`src/rtl/formant_pkg.sv`:
```
// Shared constants and types for the formant / phi datapath.
// Holds default widths, the T-value streamer state encoding and an index-width helper.
package formant_pkg;

  localparam int DEFAULT_BIT_WIDTH = 32;
  localparam int DEFAULT_NU_VALUES = 3;

  typedef enum logic [1:0] {
    ST_IDLE   = 2'd0,
    ST_START  = 2'd1,
    ST_STREAM = 2'd2,
    ST_DONE   = 2'd3
  } streamer_state_t;

  // Index width that stays at least one bit for degenerate sizes.
  function automatic int idx_width(input int n);
    return (n > 1) ? $clog2(n) : 1;
  endfunction

endpackage

```
`src/rtl/t_vals_buffer.sv`:
```
// Per-interval T-value storage: one word write port, one full-interval combinational read port.
// Out-of-range write indices are dropped; contents clear on reset.
module t_vals_buffer
  import formant_pkg::*;
#(
  parameter int BIT_WIDTH     = DEFAULT_BIT_WIDTH,
  parameter int NU_VALUES     = DEFAULT_NU_VALUES,
  parameter int MAX_INTERVALS = 16,
  localparam int IW = idx_width(MAX_INTERVALS),
  localparam int NW = idx_width(NU_VALUES)
) (
  input  logic                                 clk,
  input  logic                                 rst_n,
  input  logic                                 wr_en,
  input  logic [IW-1:0]                        wr_interval,
  input  logic [NW-1:0]                        wr_nu,
  input  logic [BIT_WIDTH-1:0]                 wr_data,
  input  logic [IW-1:0]                        rd_interval,
  output logic [NU_VALUES-1:0][BIT_WIDTH-1:0]  rd_data
);

  localparam logic [IW:0] INTERVAL_LIMIT = (IW+1)'(MAX_INTERVALS);
  localparam logic [NW:0] NU_LIMIT       = (NW+1)'(NU_VALUES);

  logic [NU_VALUES-1:0][BIT_WIDTH-1:0] mem_r [MAX_INTERVALS];
  logic                                in_range_s;

  assign in_range_s = ({1'b0, wr_interval} < INTERVAL_LIMIT) && ({1'b0, wr_nu} < NU_LIMIT);

  always_ff @(posedge clk or negedge rst_n) begin
    if (!rst_n) begin
      for (int i = 0; i < MAX_INTERVALS; i++) begin
        mem_r[i] <= '0;
      end
    end else if (wr_en && in_range_s) begin
      mem_r[wr_interval][wr_nu] <= wr_data;
    end
  end

  assign rd_data = mem_r[rd_interval];

endmodule

```
`src/rtl/t_vals_streamer.sv`:
```
// Driver side of the phi T-value interface: buffers per-interval T values and streams
// one start pulse followed by one valid beat per interval, in interval order.
module t_vals_streamer
  import formant_pkg::*;
#(
  parameter int BIT_WIDTH     = DEFAULT_BIT_WIDTH,
  parameter int NU_VALUES     = DEFAULT_NU_VALUES,
  parameter int MAX_INTERVALS = 16,
  parameter int BEAT_SPACING  = 1,
  localparam int IW = idx_width(MAX_INTERVALS),
  localparam int NW = idx_width(NU_VALUES),
  localparam int CW = IW + 1
) (
  input  logic                  clk_in,
  input  logic                  rst_in,
  input  logic                  wr_en_in,
  input  logic [IW-1:0]         wr_interval_in,
  input  logic [NW-1:0]         wr_nu_in,
  input  logic [BIT_WIDTH-1:0]  wr_data_in,
  input  logic                  go_in,
  input  logic [CW-1:0]         num_intervals_in,
  input  logic                  abort_in,
  output logic [BIT_WIDTH-1:0]  T_vals [NU_VALUES],
  output logic                  input_start,
  output logic                  input_valid,
  output logic                  busy_out,
  output logic                  done_out
);

  localparam int              SW             = idx_width(BEAT_SPACING);
  localparam logic [CW-1:0]   MAX_N          = CW'(MAX_INTERVALS);
  localparam logic [SW-1:0]   SPACING_RELOAD = SW'(BEAT_SPACING - 1);

  streamer_state_t                     state_r, state_s;
  logic [CW-1:0]                       idx_r, idx_s;
  logic [CW-1:0]                       n_r, n_s;
  logic [SW-1:0]                       cnt_r, cnt_s;
  logic                                start_s, valid_s, done_s, busy_s;
  logic                                buf_wr_en_s;
  logic [NU_VALUES-1:0][BIT_WIDTH-1:0] rd_data_s;

  // Buffer is frozen while a stream is in flight.
  assign buf_wr_en_s = wr_en_in && (state_r == ST_IDLE);

  t_vals_buffer #(
    .BIT_WIDTH     (BIT_WIDTH),
    .NU_VALUES     (NU_VALUES),
    .MAX_INTERVALS (MAX_INTERVALS)
  ) u_buffer (
    .clk         (clk_in),
    .rst_n       (rst_in),
    .wr_en       (buf_wr_en_s),
    .wr_interval (wr_interval_in),
    .wr_nu       (wr_nu_in),
    .wr_data     (wr_data_in),
    .rd_interval (idx_r[IW-1:0]),
    .rd_data     (rd_data_s)
  );

  always_ff @(posedge clk_in or negedge rst_in) begin
    if (!rst_in) begin
      state_r <= ST_IDLE;
      idx_r   <= '0;
      n_r     <= '0;
      cnt_r   <= '0;
    end else begin
      state_r <= state_s;
      idx_r   <= idx_s;
      n_r     <= n_s;
      cnt_r   <= cnt_s;
    end
  end

  // Next-state logic also decides what the output registers show next cycle,
  // so the START cycle already schedules beat 0 for the following cycle.
  always_comb begin
    state_s = state_r;
    idx_s   = idx_r;
    n_s     = n_r;
    cnt_s   = cnt_r;
    start_s = 1'b0;
    valid_s = 1'b0;
    done_s  = 1'b0;
    if (abort_in && (state_r != ST_IDLE)) begin
      state_s = ST_IDLE;
    end else begin
      case (state_r)
        ST_IDLE: begin
          if (go_in) begin
            if (num_intervals_in == '0) begin
              state_s = ST_DONE;
              done_s  = 1'b1;
            end else begin
              state_s = ST_START;
              start_s = 1'b1;
              n_s     = (num_intervals_in > MAX_N) ? MAX_N : num_intervals_in;
              idx_s   = '0;
              cnt_s   = '0;
            end
          end else begin
            state_s = ST_IDLE;
          end
        end
        ST_START: begin
          state_s = ST_STREAM;
          valid_s = 1'b1;
          idx_s   = idx_r + CW'(1);
          cnt_s   = SPACING_RELOAD;
        end
        ST_STREAM: begin
          if (idx_r == n_r) begin
            state_s = ST_DONE;
            done_s  = 1'b1;
          end else if (cnt_r == '0) begin
            valid_s = 1'b1;
            idx_s   = idx_r + CW'(1);
            cnt_s   = SPACING_RELOAD;
          end else begin
            cnt_s   = cnt_r - SW'(1);
          end
        end
        ST_DONE: begin
          state_s = ST_IDLE;
        end
        default: begin
          state_s = ST_IDLE;
        end
      endcase
    end
    busy_s = (state_s != ST_IDLE);
  end

  always_ff @(posedge clk_in or negedge rst_in) begin
    if (!rst_in) begin
      input_start <= 1'b0;
      input_valid <= 1'b0;
      done_out    <= 1'b0;
      busy_out    <= 1'b0;
      for (int j = 0; j < NU_VALUES; j++) begin
        T_vals[j] <= '0;
      end
    end else begin
      input_start <= start_s;
      input_valid <= valid_s;
      done_out    <= done_s;
      busy_out    <= busy_s;
      if (valid_s) begin
        for (int j = 0; j < NU_VALUES; j++) begin
          T_vals[j] <= rd_data_s[j];
        end
      end
    end
  end

endmodule

```
`config.mk`:
```
export PLATFORM = sky130hd
export DESIGN_NAME = t_vals_streamer
export DESIGN_NICKNAME = d
export VERILOG_FILES = /design/src/rtl/formant_pkg.sv /design/src/rtl/t_vals_buffer.sv /design/src/rtl/t_vals_streamer.sv
export SDC_FILE = /design/constraint.sdc
export NUM_CORES = 2
export LEC_CHECK = 0
export CAP_MARGIN = 20
export CORE_AREA = 2 2 523 473
export CTS_CLUSTER_DIAMETER = 100
export CTS_CLUSTER_SIZE = 14
export DETAILED_ROUTE_END_ITERATION = 8
export DIE_AREA = 0 0 525 475
export GPL_ROUTABILITY_DRIVEN = 0
export SLEW_MARGIN = 25
export SYNTH_ARGS = -nofsm -noshare
export SYNTH_HDL_FRONTEND = slang
export SYNTH_SLANG_ARGS = --single-unit
export TNS_END_PERCENT = 5
```
`constraint.sdc`:
```
create_clock -name clk_in -period 3 [get_ports clk_in]
set_input_delay 0.3 -clock clk_in [delete_from_list [all_inputs] [get_ports clk_in]]
set_output_delay 0.3 -clock clk_in [all_outputs]
set_load 0.02 [all_outputs]
```
==> results.toml <==
[clock_network]
cts_buffers = 137
clkLatencyLatePin_ns = 0.79
cts.clk_slew.worst_paths_ns = 0.07
cts_max_level = 4
clockRootBuffer = "clkbuf_16"
postCtsSetupRepairBufs = 0
hold_buffers = 1
cts-resized-gates = 0
cts.sinks = 1648
clk_path_buf_depth = 3
cts_tree = "done"

[pwr]
power.share.switching = 0.284
total_power_uw = 55600
clockPowerShare = 0.299
ir_worst_vdd_uv = 456
power_density_mw_per_mm2 = 667
p_sw_uw = 15800
internal-power_uw = 39900
p_seq_frac = 0.478
leakagePower_uw = 0.0385
p_comb_frac = 0.223

[synth]
async_flop_share = 1.00
synth_top_family_by_area = "multiplexers"
ys_ff_latch = 1648
syn_area_per_cell_um2 = 16.0
synth_fa_ha_area_frac = 0.000859
netlist_area_mm2 = 0.0728
synth_edf_count = 0
synthMuxAreaShare = 0.371
synthFlopType = "dfrtp_1"
yosysWarnings = 0
synth_fp_nets = 4610
yosys.area_share.simple = 0.0115
synth_compound_area_frac = 0.0220
synth_xor_area_frac = 0.000601
ys_seq_area_frac = 0.566
synth.distinct_cells = 39
syn_inst = 4557

[drt]
wl_met3_mm = 7.89
dr.pass1.iters = 5
drt_iter0_drc = 2716
vias = 40400
ant_nets = 0
dr.max_layer_used = "met4"
drc = 0
wl_met2_mm = 91.2
wl_per_cell_um = 24.8
routed_via_density = 5.13
wl_met1_mm = 92.0
wirelength_mm = 195

[floorplanning]
num_rows = 172
die_h_um = 475
core-area_mm2 = 0.243
num_io_pins = 148
fp.dieW_um = 525
start_util = 0.299
die_area_mm2 = 0.249

[final_layout]
final_cells = 7879
final_nets = 4686
drive_gt1_frac = 0.521
finish.utilization = 0.343
nFillCells = 23100
area.growth.synth_to_final_pct = 14.6

[placement]
post-dp-hpwl_mm = 121
dp.cells = 7712
portBuffers = 147

[global_routing]
grt_pass1_wl_mm = 294
grt_max_degree = 134
grt_pass1_vias = 42800
antenna_found_initial = 13
grt.total_usage = 0.157
overflow = 0

[worst_setup_path]
cp-start-kind = "register"
crit_start = "state_r[0]$_DFF_PN0_"
critPathMaxFanout = 21
crit_path_end_kind = "register"
required_ns = 3.67
worstPathArrival_ns = 3.43
timing.rr.start = "state_r[0]$_DFF_PN0_"
worstSetupPathType = "reg -> reg"

[sta]
slew_headroom = 0.438
grt_setup_unrepaired = "false"
final_hold_viol_count = 0
fmax_ghz = 0.362
hold_ws_ns = 0.123
timing.final.crit_share = 0.920
slew_violations = 0
skew_ns = 0.0331
finalSetupViolations = 0
tightestPinTransition_ns = 0.840
post-route-min-period_ns = 2.76
fin_setup_tns_ns = 0

[hold_path]
hp-class = "in -> reg"
hold_start = "num_intervals_in[1]"

[status]
status = "finished clean"

[job]
cap_violations = 0
## placed cells by master (no fill, tap or decap), types with 4 or more instances in the layout
cell type / Yosys / final
ha_1: 5 / 5
mux4_2: 384 / 384
diode_2: 0 / 7
o21ai_0: 6 / 6
inv_1: 9 / 9
buf_12: 0 / 93
xnor2_1: 5 / 5
clkbuf_16: 0 / 141
clkinv_8: 0 / 6
clkdlybuf4s50_1: 0 / 146
nand2b_1: 4 / 4
nor2_1: 30 / 14
mux2_2: 1578 / 1578
buf_4: 4 / 148
mux2_1: 55 / 55
dfrtp_1: 1648 / 1646
nor3_1: 7 / 6
a22oi_1: 193 / 193
nand2_2: 0 / 33
nor2_4: 0 / 16
or2_2: 5 / 5
nand2_1: 148 / 115
## synth_stat cells (6+ instances only)
cell type  number  area share
nor3_1          7     0.00048
mux2_2       1578        0.24
a22oi_1       193       0.020
buf_2         160       0.011
dfrtp_1      1648        0.57
nand2_1       148      0.0076
mux4_2        384        0.12
inv_1           9     0.00046
clkbuf_1      227       0.012
nor2_1         30      0.0015
mux2_1         55      0.0085
o21ai_0         6     0.00041
buf_1          57      0.0029
## area by class of cell
class                   instances  area [µm²]  share of cell area
clock inverters                16         235             0.00282
clock buffers                 143        3550              0.0425
diodes                          7        17.5            0.000210
well taps                    3219        4030              0.0483
multi-input cells            2447       29800               0.358
flip-flops and latches       1648       41200               0.495
repair buffers                389        4470              0.0536
inverters                      10        37.5            0.000450
## critical path: stages, from the launching register on
cell     delay [ns]
dfrtp_1        0.42
inv_1          0.11
ha_1           0.24
nand2_1        0.32
or3_1          0.63
nor2_4         0.25
buf_12         0.26
mux2_2         0.37
## path summary, 6_finish.rpt
check	end	slack, ns	depth (start not counted)
max	u_buffer.mem_r[782]$_DFFE_PN0P_	0.24	7
min	n_r[1]$_DFFE_PN0P_	0.12	3
max reg2reg	u_buffer.mem_r[782]$_DFFE_PN0P_	0.24	7
min reg2reg	u_buffer.mem_r[208]$_DFFE_PN0P_	0.48	1
max in group asynchronous	u_buffer.mem_r[168]$_DFFE_PN0P_	1.62	3
min in group asynchronous	u_buffer.mem_r[1309]$_DFFE_PN0P_	0.16	2
## power by group through the flow
stage / combinational (µW) / sequential [µW] / clock (µW)
6_report: 12400 / 26600 / 16600
5_1_grt: 13400 / 26900 / 18100
4_1_cts: 12700 / 26600 / 17200
3_5_place_dp: 12700 / 27000 / 0
3_3_place_gp: 12500 / 26800 / 0
2_1_floorplan: 7460 / 27100 / 0
## registers in the layout, indices dropped and copies added (netlist names)
register	count
T_vals	96
u_buffer.mem_r	1536
idx_r	5
input_valid	1
state_r	2
n_r	5
busy_out	1
done_out	1
input_start	1
## per-layer routing
layer,vias up,GRT usage
met5,-,0
met4,0,0.0400
met3,215,0.0230
met2,797,0.249
met1,22500,0.225
li1,17000,-
## through the flow
stage / worst slack [ns] / area [µm²]
after floorplan: 0.884 / 72800
after global placement: 0.260 / 79600
after detailed placement: 0.275 / 79600
after CTS: 0.267 / 83400
after global routing: 0.155 / 83400
final: 0.239 / 83400
## kinds of logic (layout without fill, tap and decap cells)
family                     Yosys count  count (layout)
adders and majority gates            5               5
DFF                               1648            1648
AOI/OAI and AO/OA                  213             213
xor gates and xnor gates             5               5
and+or+nand+nor                    207             207
muxes                             2017            2017
buffers and inverters              462             558
other                                0               7
Note: power is estimated with default switching activity, not from simulation.
